--- config.mk ---
export PLATFORM = sky130hd
export DESIGN_NAME = multicycle_ctrl_flat
export DESIGN_NICKNAME = d
export VERILOG_FILES = /design/src/rtl/multicycle_ctrl_if.sv /design/src/rtl/multicycle_ctrl.sv /design/src/flat_wrapper.sv
export SDC_FILE = /design/constraint.sdc
export NUM_CORES = 1
export LEC_CHECK = 0
export CAP_MARGIN = 20
export CORE_ASPECT_RATIO = 1.1
export CORE_MARGIN = 3
export CORE_UTILIZATION = 34
export CTS_CLUSTER_SIZE = 20
export DETAILED_ROUTE_END_ITERATION = 10
export GPL_TIMING_DRIVEN = 0
export PLACE_DENSITY = 0.76
export SYNTH_ARGS = -nofsm -noshare
export SYNTH_HDL_FRONTEND = slang
export SYNTH_SLANG_ARGS = --single-unit
--- constraint.sdc ---
create_clock -name clk -period 1.43 [get_ports clk]
set_input_delay 0.286 -clock clk [delete_from_list [all_inputs] [get_ports clk]]
set_output_delay 0.286 -clock clk [all_outputs]
set_load 0.1 [all_outputs]
--- src/rtl/multicycle_ctrl_if.sv ---
// multicycle_ctrl_if: control bundle between the sequencer (master) and the datapath/memories (slave).
// The retired counter is present only when CTRL_RETIRE_CNT_EN is defined.
interface multicycle_ctrl_if;
  logic run;
  logic [31:0] instruction;
  logic [1:0] alu_res_lo;
  logic inst_wr;
  logic pc_wr;
  logic [2:0] instruction_type;
  logic [3:0] reg_file_wr;
  logic [3:0] alu_op;
  logic alu_sel_1;
  logic alu_sel_2;
  logic [3:0] mem_wr;
  logic wb_sel;
  logic [2:0] branch;
  logic [2:0] state;
  logic illegal;
`ifdef CTRL_RETIRE_CNT_EN
  logic [31:0] retired;
  modport master (
    input run, instruction, alu_res_lo,
    output inst_wr, pc_wr, instruction_type, reg_file_wr, alu_op, alu_sel_1, alu_sel_2,
    mem_wr, wb_sel, branch, state, illegal, retired
  );
  modport slave (
    output run, instruction, alu_res_lo,
    input inst_wr, pc_wr, instruction_type, reg_file_wr, alu_op, alu_sel_1, alu_sel_2,
    mem_wr, wb_sel, branch, state, illegal, retired
  );
`else
  modport master (
    input run, instruction, alu_res_lo,
    output inst_wr, pc_wr, instruction_type, reg_file_wr, alu_op, alu_sel_1, alu_sel_2,
    mem_wr, wb_sel, branch, state, illegal
  );
  modport slave (
    output run, instruction, alu_res_lo,
    input inst_wr, pc_wr, instruction_type, reg_file_wr, alu_op, alu_sel_1, alu_sel_2,
    mem_wr, wb_sel, branch, state, illegal
  );
`endif
endinterface

--- src/rtl/multicycle_ctrl.sv ---
// multicycle_ctrl: RV32I multicycle control sequencer driving the data_path control inputs.
// Optional retired-instruction counter enabled by CTRL_RETIRE_CNT_EN.
module multicycle_ctrl #(
  parameter int MEM_LATENCY = 1,
  parameter bit TRAP_ON_MISALIGN = 1
) (
  input logic clk,
  input logic reset,
  multicycle_ctrl_if.master bus
);
  localparam int CW = MEM_LATENCY > 1 ? $clog2(MEM_LATENCY) : 1;
  localparam logic [6:0] OPC_OP = 7'b0110011, OPC_OPI = 7'b0010011, OPC_LD = 7'b0000011,
                         OPC_ST = 7'b0100011, OPC_BR = 7'b1100011, OPC_AUIPC = 7'b0010111;
  typedef enum logic [2:0] {IDLE = 3'd0, FETCH, DECODE, EXEC, MEM, WB, TRAP} state_t;
  state_t st, nxt;
  logic [31:0] ir;
  logic [CW-1:0] cnt;
  logic [6:0] opc;
  logic [2:0] f3;
  logic f7b, last, in_ins, in_alu, legal, mis, unused_ir;
  logic is_op, is_opi, is_ld, is_st, is_br, is_auipc;
  logic [2:0] itype, bcode;
  logic [3:0] aop, smask;
  assign opc = ir[6:0];
  assign f3 = ir[14:12];
  assign f7b = ir[30];
  assign unused_ir = ^{ir[31], ir[29:15], ir[11:7]};
  assign is_op = opc == OPC_OP;
  assign is_opi = opc == OPC_OPI;
  assign is_ld = opc == OPC_LD;
  assign is_st = opc == OPC_ST;
  assign is_br = opc == OPC_BR;
  assign is_auipc = opc == OPC_AUIPC;
  assign last = cnt == '0;
  assign in_ins = st inside {DECODE, EXEC, MEM, WB};
  assign in_alu = st inside {EXEC, MEM, WB};
  assign legal = is_op | is_opi | is_auipc | (is_ld & f3 != 3'b011 & f3[2:1] != 2'b11) |
                 (is_st & f3 < 3'b011) | (is_br & f3[2:1] != 2'b01);
  assign mis = (f3[1:0] == 2'b01 & bus.alu_res_lo[0]) | (f3[1:0] == 2'b10 & |bus.alu_res_lo);
  assign itype = is_op ? 3'd5 : is_st ? 3'd1 : is_br ? 3'd2 : is_auipc ? 3'd3 : 3'd0;
  assign aop = (is_ld | is_st | is_auipc) ? 4'd0 : is_br ? 4'd1 :
               f3 == 3'd0 ? {3'd0, is_op & f7b} : f3 == 3'd1 ? 4'd2 : f3 == 3'd2 ? 4'd3 :
               f3 == 3'd3 ? 4'd4 : f3 == 3'd4 ? 4'd5 : f3 == 3'd5 ? (f7b ? 4'd7 : 4'd6) :
               f3 == 3'd6 ? 4'd8 : 4'd9;
  assign bcode = f3 == 3'd0 ? 3'd1 : f3 == 3'd1 ? 3'd2 : f3 == 3'd4 ? 3'd3 :
                 f3 == 3'd5 ? 3'd5 : f3 == 3'd6 ? 3'd4 : 3'd6;
  // Lane masks use only alu_res_lo[1] for halves, so non-trapping misaligned stores land aligned
  assign smask = f3[1:0] == 2'b00 ? 4'b0001 << bus.alu_res_lo :
                 f3[1:0] == 2'b01 ? (bus.alu_res_lo[1] ? 4'b1100 : 4'b0011) : 4'b1111;
  assign bus.state = st;
  always_ff @(posedge clk) begin
    if (reset) begin
      st <= IDLE;
      ir <= '0;
      cnt <= '0;
    end else begin
      st <= nxt;
      if (st == FETCH && last) ir <= bus.instruction;
      cnt <= nxt != st ? CW'(MEM_LATENCY - 1) : cnt - CW'(cnt != '0);
    end
  end
  always_comb begin
    nxt = st;
    bus.inst_wr = 1'b0;
    bus.pc_wr = 1'b0;
    bus.reg_file_wr = 4'b0000;
    bus.mem_wr = 4'b0000;
    bus.wb_sel = 1'b0;
    bus.branch = 3'd0;
    bus.illegal = 1'b0;
    bus.instruction_type = in_ins ? itype : 3'd0;
    bus.alu_sel_1 = in_ins & is_auipc;
    bus.alu_sel_2 = in_ins & (is_opi | is_ld | is_st | is_auipc);
    bus.alu_op = in_alu ? aop : 4'd0;
    case (st)
      IDLE: nxt = bus.run ? FETCH : IDLE;
      FETCH: begin
        bus.inst_wr = last;
        nxt = last ? DECODE : FETCH;
      end
      DECODE: nxt = legal ? EXEC : TRAP;
      EXEC: begin
        bus.branch = is_br ? bcode : 3'd0;
        bus.pc_wr = is_br;
        nxt = is_br ? (bus.run ? FETCH : IDLE) :
              (is_ld | is_st) ? ((mis && TRAP_ON_MISALIGN) ? TRAP : MEM) : WB;
      end
      MEM: begin
        bus.mem_wr = is_st ? smask : 4'b0000;
        bus.pc_wr = is_st & last;
        nxt = !last ? MEM : is_st ? (bus.run ? FETCH : IDLE) : WB;
      end
      WB: begin
        bus.pc_wr = 1'b1;
        bus.reg_file_wr = is_ld ? {f3, 1'b1} : 4'b0101;
        bus.wb_sel = !is_ld;
        nxt = bus.run ? FETCH : IDLE;
      end
      TRAP: bus.illegal = 1'b1;
      default: nxt = IDLE;
    endcase
  end
`ifdef CTRL_RETIRE_CNT_EN
  always_ff @(posedge clk) bus.retired <= reset ? '0 : bus.retired + 32'(bus.pc_wr);
`endif
endmodule
--- src/flat_wrapper.sv ---
// flat-port wrapper written by rule: the top's interface ports become plain ports
module multicycle_ctrl_flat 
#(
  parameter int MEM_LATENCY = 1,
  parameter bit TRAP_ON_MISALIGN = 1
)
  (clk, reset, bus_run, bus_instruction, bus_alu_res_lo, bus_inst_wr, bus_pc_wr, bus_instruction_type, bus_reg_file_wr, bus_alu_op, bus_alu_sel_1, bus_alu_sel_2, bus_mem_wr, bus_wb_sel, bus_branch, bus_state, bus_illegal);
  multicycle_ctrl_if bus_i ();
  input logic clk;
  input logic reset;
  input wire logic [$bits(bus_i.run)-1:0] bus_run;
  input wire logic [$bits(bus_i.instruction)-1:0] bus_instruction;
  input wire logic [$bits(bus_i.alu_res_lo)-1:0] bus_alu_res_lo;
  output wire logic [$bits(bus_i.inst_wr)-1:0] bus_inst_wr;
  output wire logic [$bits(bus_i.pc_wr)-1:0] bus_pc_wr;
  output wire logic [$bits(bus_i.instruction_type)-1:0] bus_instruction_type;
  output wire logic [$bits(bus_i.reg_file_wr)-1:0] bus_reg_file_wr;
  output wire logic [$bits(bus_i.alu_op)-1:0] bus_alu_op;
  output wire logic [$bits(bus_i.alu_sel_1)-1:0] bus_alu_sel_1;
  output wire logic [$bits(bus_i.alu_sel_2)-1:0] bus_alu_sel_2;
  output wire logic [$bits(bus_i.mem_wr)-1:0] bus_mem_wr;
  output wire logic [$bits(bus_i.wb_sel)-1:0] bus_wb_sel;
  output wire logic [$bits(bus_i.branch)-1:0] bus_branch;
  output wire logic [$bits(bus_i.state)-1:0] bus_state;
  output wire logic [$bits(bus_i.illegal)-1:0] bus_illegal;
  assign bus_i.run = bus_run;
  assign bus_i.instruction = bus_instruction;
  assign bus_i.alu_res_lo = bus_alu_res_lo;
  assign bus_inst_wr = bus_i.inst_wr;
  assign bus_pc_wr = bus_i.pc_wr;
  assign bus_instruction_type = bus_i.instruction_type;
  assign bus_reg_file_wr = bus_i.reg_file_wr;
  assign bus_alu_op = bus_i.alu_op;
  assign bus_alu_sel_1 = bus_i.alu_sel_1;
  assign bus_alu_sel_2 = bus_i.alu_sel_2;
  assign bus_mem_wr = bus_i.mem_wr;
  assign bus_wb_sel = bus_i.wb_sel;
  assign bus_branch = bus_i.branch;
  assign bus_state = bus_i.state;
  assign bus_illegal = bus_i.illegal;
  multicycle_ctrl #(.MEM_LATENCY(MEM_LATENCY), .TRAP_ON_MISALIGN(TRAP_ON_MISALIGN)) u_core (.clk(clk), .reset(reset), .bus(bus_i));
endmodule
* Word-level counts from Yosys, hierarchy flattened
Cells that the tools add are included.
** Word-level totals
- Bits in registers :: 35
** Operators by class
- Multiplexer cells :: 43
- Add/sub/neg operators :: 1
- Reduce and logical (&&, ||, !) cells :: 10
- Bitwise operators :: 22
- Shift-type cells :: 1
- Order comparisons :: 1
- Equality and inequality tests :: 24
** Operators with widths (number)
- $mux 4 :: 16
- $mux 3 :: 15
- $eq 3x3->1 const B :: 6
- $pmux 3 s6 :: 1
- $eq 7x5->1 const B :: 2
- $eq 7x6->1 const B :: 2
- $eq 3x2->1 const B :: 4
- $or 1x1->1 :: 11
- $and 1x1->1 :: 10
- $mux 2 :: 4
- $eq 7x2->1 const B :: 1
- $eq 7x7->1 const B :: 1
- $eq 3x1->1 const B :: 2
- $logic_not 3->1 :: 2
- $mux 1 :: 6
- $reduce_or 2->1 :: 3
- $reduce_bool 4->1 :: 1
- $shl 1x2->4 const A :: 1
- $lt 3x2->1 const B :: 1
- $ne 3x2->1 const B :: 1
- $ne 3x3->1 :: 1
- $pmux 1 s3 :: 1
- $reduce_bool 3->1 :: 1
- $eq 2x1->1 const B :: 1
- other kinds (8) :: 8

* Depth between registers and ports, before layout
- Word-level depth :: 11
- Depth in mapped cells :: 7
- Gate-level depth less buffers :: 5

* Worst setup path before layout
Ideal clock, no wire load.
- Kind :: register to output
- From :: reg u_core.st[2], in the netlist u_core.bus.state[2]
- To :: out bus_alu_sel_2
- Path slack :: -2.743 ns
- Required time :: 1.144 ns
- Cell stages (with the launch flop) :: 5
- Path buffers :: 0
- Arrival time :: 3.887 ns
- Cell sequence :: dfxtp_1 -> and2b_1 -> o21ai_1 -> or2_4 -> a211oi_1
** On the way
- Cells in the longest elaborated chain, start to end :: 3
** RTL lines
- from (decl) :: RTL line multicycle_ctrl.sv:15 : state_t st, nxt;
- from (signal assigned) :: RTL line multicycle_ctrl.sv:57 : st <= nxt;
- $eq 3x2->1 / $eq 3x3->1 (equally long branches) :: RTL line multicycle_ctrl.sv:35 : assign in_ins = st inside {DECODE, EXEC, MEM, WB};
- $reduce_bool 4->1 (*) :: RTL line multicycle_ctrl.sv:35
- $and 1x1->1 (*) :: RTL line multicycle_ctrl.sv:73 : bus.alu_sel_2 = in_ins & (is_opi | is_ld | is_st | is_auipc);
- to (decl) :: RTL line flat_wrapper.sv:20 : output wire logic [$bits(bus_i.alu_sel_2)-1:0] bus_alu_sel_2;
Every way passes the cells marked *; elsewhere a longest branch is shown, timed or not.

* Worst setup path in the final report
- From :: reg u_core.ir[2]
- To :: out bus_reg_file_wr[1]
** On the way
- Cells in the longest elaborated chain, start to end :: 3
** RTL lines
- from (decl) :: RTL line multicycle_ctrl.sv:16 : logic [31:0] ir;
- from (signal assigned) :: RTL line multicycle_ctrl.sv:58 : if (st == FETCH && last) ir <= bus.instruction;
- $eq 7x2->1 :: RTL line multicycle_ctrl.sv:30 : assign is_ld = opc == OPC_LD;
- $mux 4 :: RTL line multicycle_ctrl.sv:95 : bus.reg_file_wr = is_ld ? {f3, 1'b1} : 4'b0101;
- $mux 4 :: RTL line multicycle_ctrl.sv:75 : case (st)
- to (decl) :: RTL line flat_wrapper.sv:17 : output wire logic [$bits(bus_i.reg_file_wr)-1:0] bus_reg_file_wr;
No other way between the ends.

==> impl_metrics.json <==
{
  "ys_seq_area_share_pct": 25.00,
  "grt_pass1_vias": 1515,
  "num_vias": 1608,
  "grt_usage_pct": 23.52,
  "drt-total-wl_um": 5277,
  "multiInputGateArea_mm2": 0.001162,
  "hold_viol": 0,
  "cts_tree": "built",
  "path_clk_slew_ns": 0.10,
  "r2r_cells": 8,
  "cap_violations": 0,
  "slowest_delay_ns": 0.34,
  "setup.worst_path.start_class": "register",
  "finalSetupViolations": 33,
  "syn_to_final_growth_pct": 137.3,
  "drv_slew": 0,
  "critical_path.max_fanout": 4,
  "crit_slowest_cell": "dfxtp_2",
  "port_buffers": 42,
  "synth.avg_cell_area_um2": 6.878,
  "worstPathArrival_ns": 1.78,
  "hp-class": "reg2reg",
  "final-seq-area_um2": 305.3,
  "ys_ff_latch": 14,
  "hold_slack_ns": 0.4886,
  "syn-num-nets": 200,
  "violations": "negative setup slack",
  "die-area_mm2": 0.004023,
  "status": "complete, but fails checks",
  "cts-buffers-inserted": 3,
  "required_ns": 1.14,
  "syn_area_mm2": 0.001121,
  "min_from": "u_core.ir[1]",
  "finalCritPeriodShare_pct": 144.8,
  "final_cell_area_mm2": 0.002660,
  "rr_startpoint": "u_core.ir[2]",
  "worst_r2r_endpoint": "u_core.bus.state[1]",
  "pre_cts_ws_ns": -1.585,
  "rsz0062_at_grt": "true",
  "grt_max_degree": 11,
  "fin_util_pct": 85.80,
  "dp_hpwl_um": 2676,
  "num_antenna_cells": 0,
  "clock_path_buffers": 2,
  "fmaxAchievable_mhz": 483.0,
  "critPathTopFamily": "simple AND/OR/NAND/NOR gates",
  "endpoint_kind": "output port",
  "start_util_pct": 36.16,
  "io_pins": 64,
  "path_class": "reg2out",
  "gp_congestion": 0.8084,
  "drive_above_1_share_pct": 66.80,
  "overflow": 0,
  "synth_warnings": 0,
  "antenna_found_initial": 0,
  "hold_end": "u_core.ir[1]",
  "wire_per_inst_um": 18.78,
  "num-fill-cells": 154,
  "power.leakage_nw": 1.011,
  "die_w_um": 60.75,
  "power_density_mw_per_mm2": 982.3,
  "placed_area_mm2": 0.001881,
  "syn_inst": 163,
  "cts_htree_levels": 1,
  "cts.sinks": 14,
  "drc": 0,
  "first_iter_violations": 86,
  "hold_depth": 2,
  "path_cells": "buf_6 > nor4_4 > buf_4 > and2_4 > and3_4 > buf_12",
  "dr.pass1.iters": 4,
  "r2r_slack_ns": -0.24,
  "viasPerCell": 5.722,
  "die_y_um": 66.23,
  "clockRootBuffer": "clkbuf_4",
  "coreArea_mm2": 0.003100,
  "row_count": 21,
  "cp-startpoint": "u_core.ir[2]",
  "grt_pass1_wl_um": 7134,
  "fin_worst_skew_ns": 0.01280,
  "setup_slack_ns": -0.6405,
  "worstMarginPinSlew_ns": 0.5160,
  "fin_crit_ns": 2.070,
  "ant_nets": 0,
  "maxSlewHeadroom_pct": 65.60,
  "fin_nets": 285,
  "insertion_delay_ns": 0.30,
  "cp_num_buf_inv": 3,
  "ir_worst_vdd_uv": 666.3,
  "yosys.cell_types.count": 40
}
-- final cells by class --
class,instances,share of cell area (%)
Inverter,5,1.317
Sequential cell,14,11.48
Timing Repair Buffer,81,36.74
Multi-Input combinational cell,133,43.70
Clock inverter,1,0.1411
Buffer,10,4.186
Clock buffer,3,0.8467
Tap cell,34,1.599
-- state kept, by name (all words and copies together), names as in the netlist --
register,flops
u_core.bus.state,3
u_core.ir,11
-- synthesized netlist by cell type --
library cell,n,share of area [%]
o32ai_1,1,0.78
and2_1,2,1.1
nor2b_1,4,2.2
a21oi_1,26,12
o311a_1,1,0.89
nand4_1,1,0.56
o31ai_1,1,0.67
nor4b_1,1,0.78
nand2b_1,7,3.9
or2_4,1,0.78
buf_2,3,1.3
a21o_1,1,0.67
o22ai_1,2,1.1
nor3b_1,1,0.67
mux2i_1,2,1.8
nand2_1,30,10
nor4_4,1,1.9
o21a_1,1,0.67
a211oi_2,1,1.1
inv_1,5,1.7
a31oi_1,1,0.56
nor3_1,3,1.3
nand3b_4,1,1.8
o21ai_1,2,0.89
o2bb2ai_1,1,0.78
o21ai_0,4,1.8
clkbuf_1,3,1.0
nand3b_1,2,1.3
or2b_1,1,0.67
dfxtp_1,14,25
buf_4,3,2.0
xor2_1,1,0.78
and3_1,3,1.7
buf_6,2,2.0
o21bai_1,4,2.7
a211oi_1,3,2.0
nor2_1,17,5.7
and2b_1,3,2.0
nand3_1,2,0.89
and3b_1,1,0.78
-- repair_timing --
item                                    in CTS  in global routing
hold buffers                                 0                  0
resized for setup                          274                 34
endpoints found under the setup margin      29                 28
pin swaps                                   14                 15
hold endpoints to repair                     0                  0
setup buffers                               17                 22
-- layout by cell type (no fill, tap or decap), types with 4 or more instances in the layout --
master,instances
a21oi_4,6
nand2_2,11
a21oi_1,13
buf_12,23
nand2_1,19
clkdlybuf4s50_1,15
a21oi_2,7
buf_6,18
nor2_4,12
nand2b_1,4
buf_4,29
dfxtp_2,8
dfxtp_4,4
-- worst reg2reg max path: stages (launching register included) --
cell      delay, ns
dfxtp_2        0.34
buf_6          0.11
nor4_4         0.28
buf_4          0.20
buf_6          0.12
buf_4          0.10
nand2_2        0.03
a21o_1         0.19
a211oi_2       0.21
-- stage by stage --
step / total power [W] / cells / setup TNS, ns
floorplan: 0.001534 / 163 / -12.91
global placement: 0.001769 / 239 / -30.04
CTS: 0.002246 / 260 / -11.26
detailed placement: 0.001794 / 239 / -30.84
global route: 0.002722 / 281 / -15.91
finish: 0.002613 / 281 / -14.00
-- report_power, final --
part	internal (W)	total, W	switching, W
clock network	0.000102	0.000251	0.000149
registers	0.000472	0.000569	0.0000965
logic	0.000742	0.00179	0.00105
-- worst max path at each step --
stage	cells past startpoint	to
6_report	6	bus_reg_file_wr[1]
5_1_grt	7	bus_branch[0]
4_1_cts	5	bus_instruction_type[2]
3_5_place_dp	5	bus_branch[0]
3_3_place_gp	5	bus_branch[0]
2_1_floorplan	4	bus_branch[0]
-- routing by layer --
metal | track usage [%] | vias to the layer above | part of all wire, %
li1 | - | 730 | -
met1 | 26.47 | 802 | 39
met2 | 41.44 | 60 | 54
met3 | 3.906 | 16 | 4.0
met4 | 11.65 | 0 | 3.0
met5 | 0 | - | 0
-- kinds of logic (layout without fill, tap and decap cells) --
logic type / count (synthesis) / after routing / share of synthesized area, %
xor+xnor: 1 / 1 / 0.7814
buf+inv: 16 / 100 / 8.035
compound gates: 49 / 49 / 26.23
simple gates: 81 / 81 / 38.17
flops: 14 / 14 / 25.00
mux: 2 / 2 / 1.786
No activity file was read; power rests on OpenSTA's default activity.
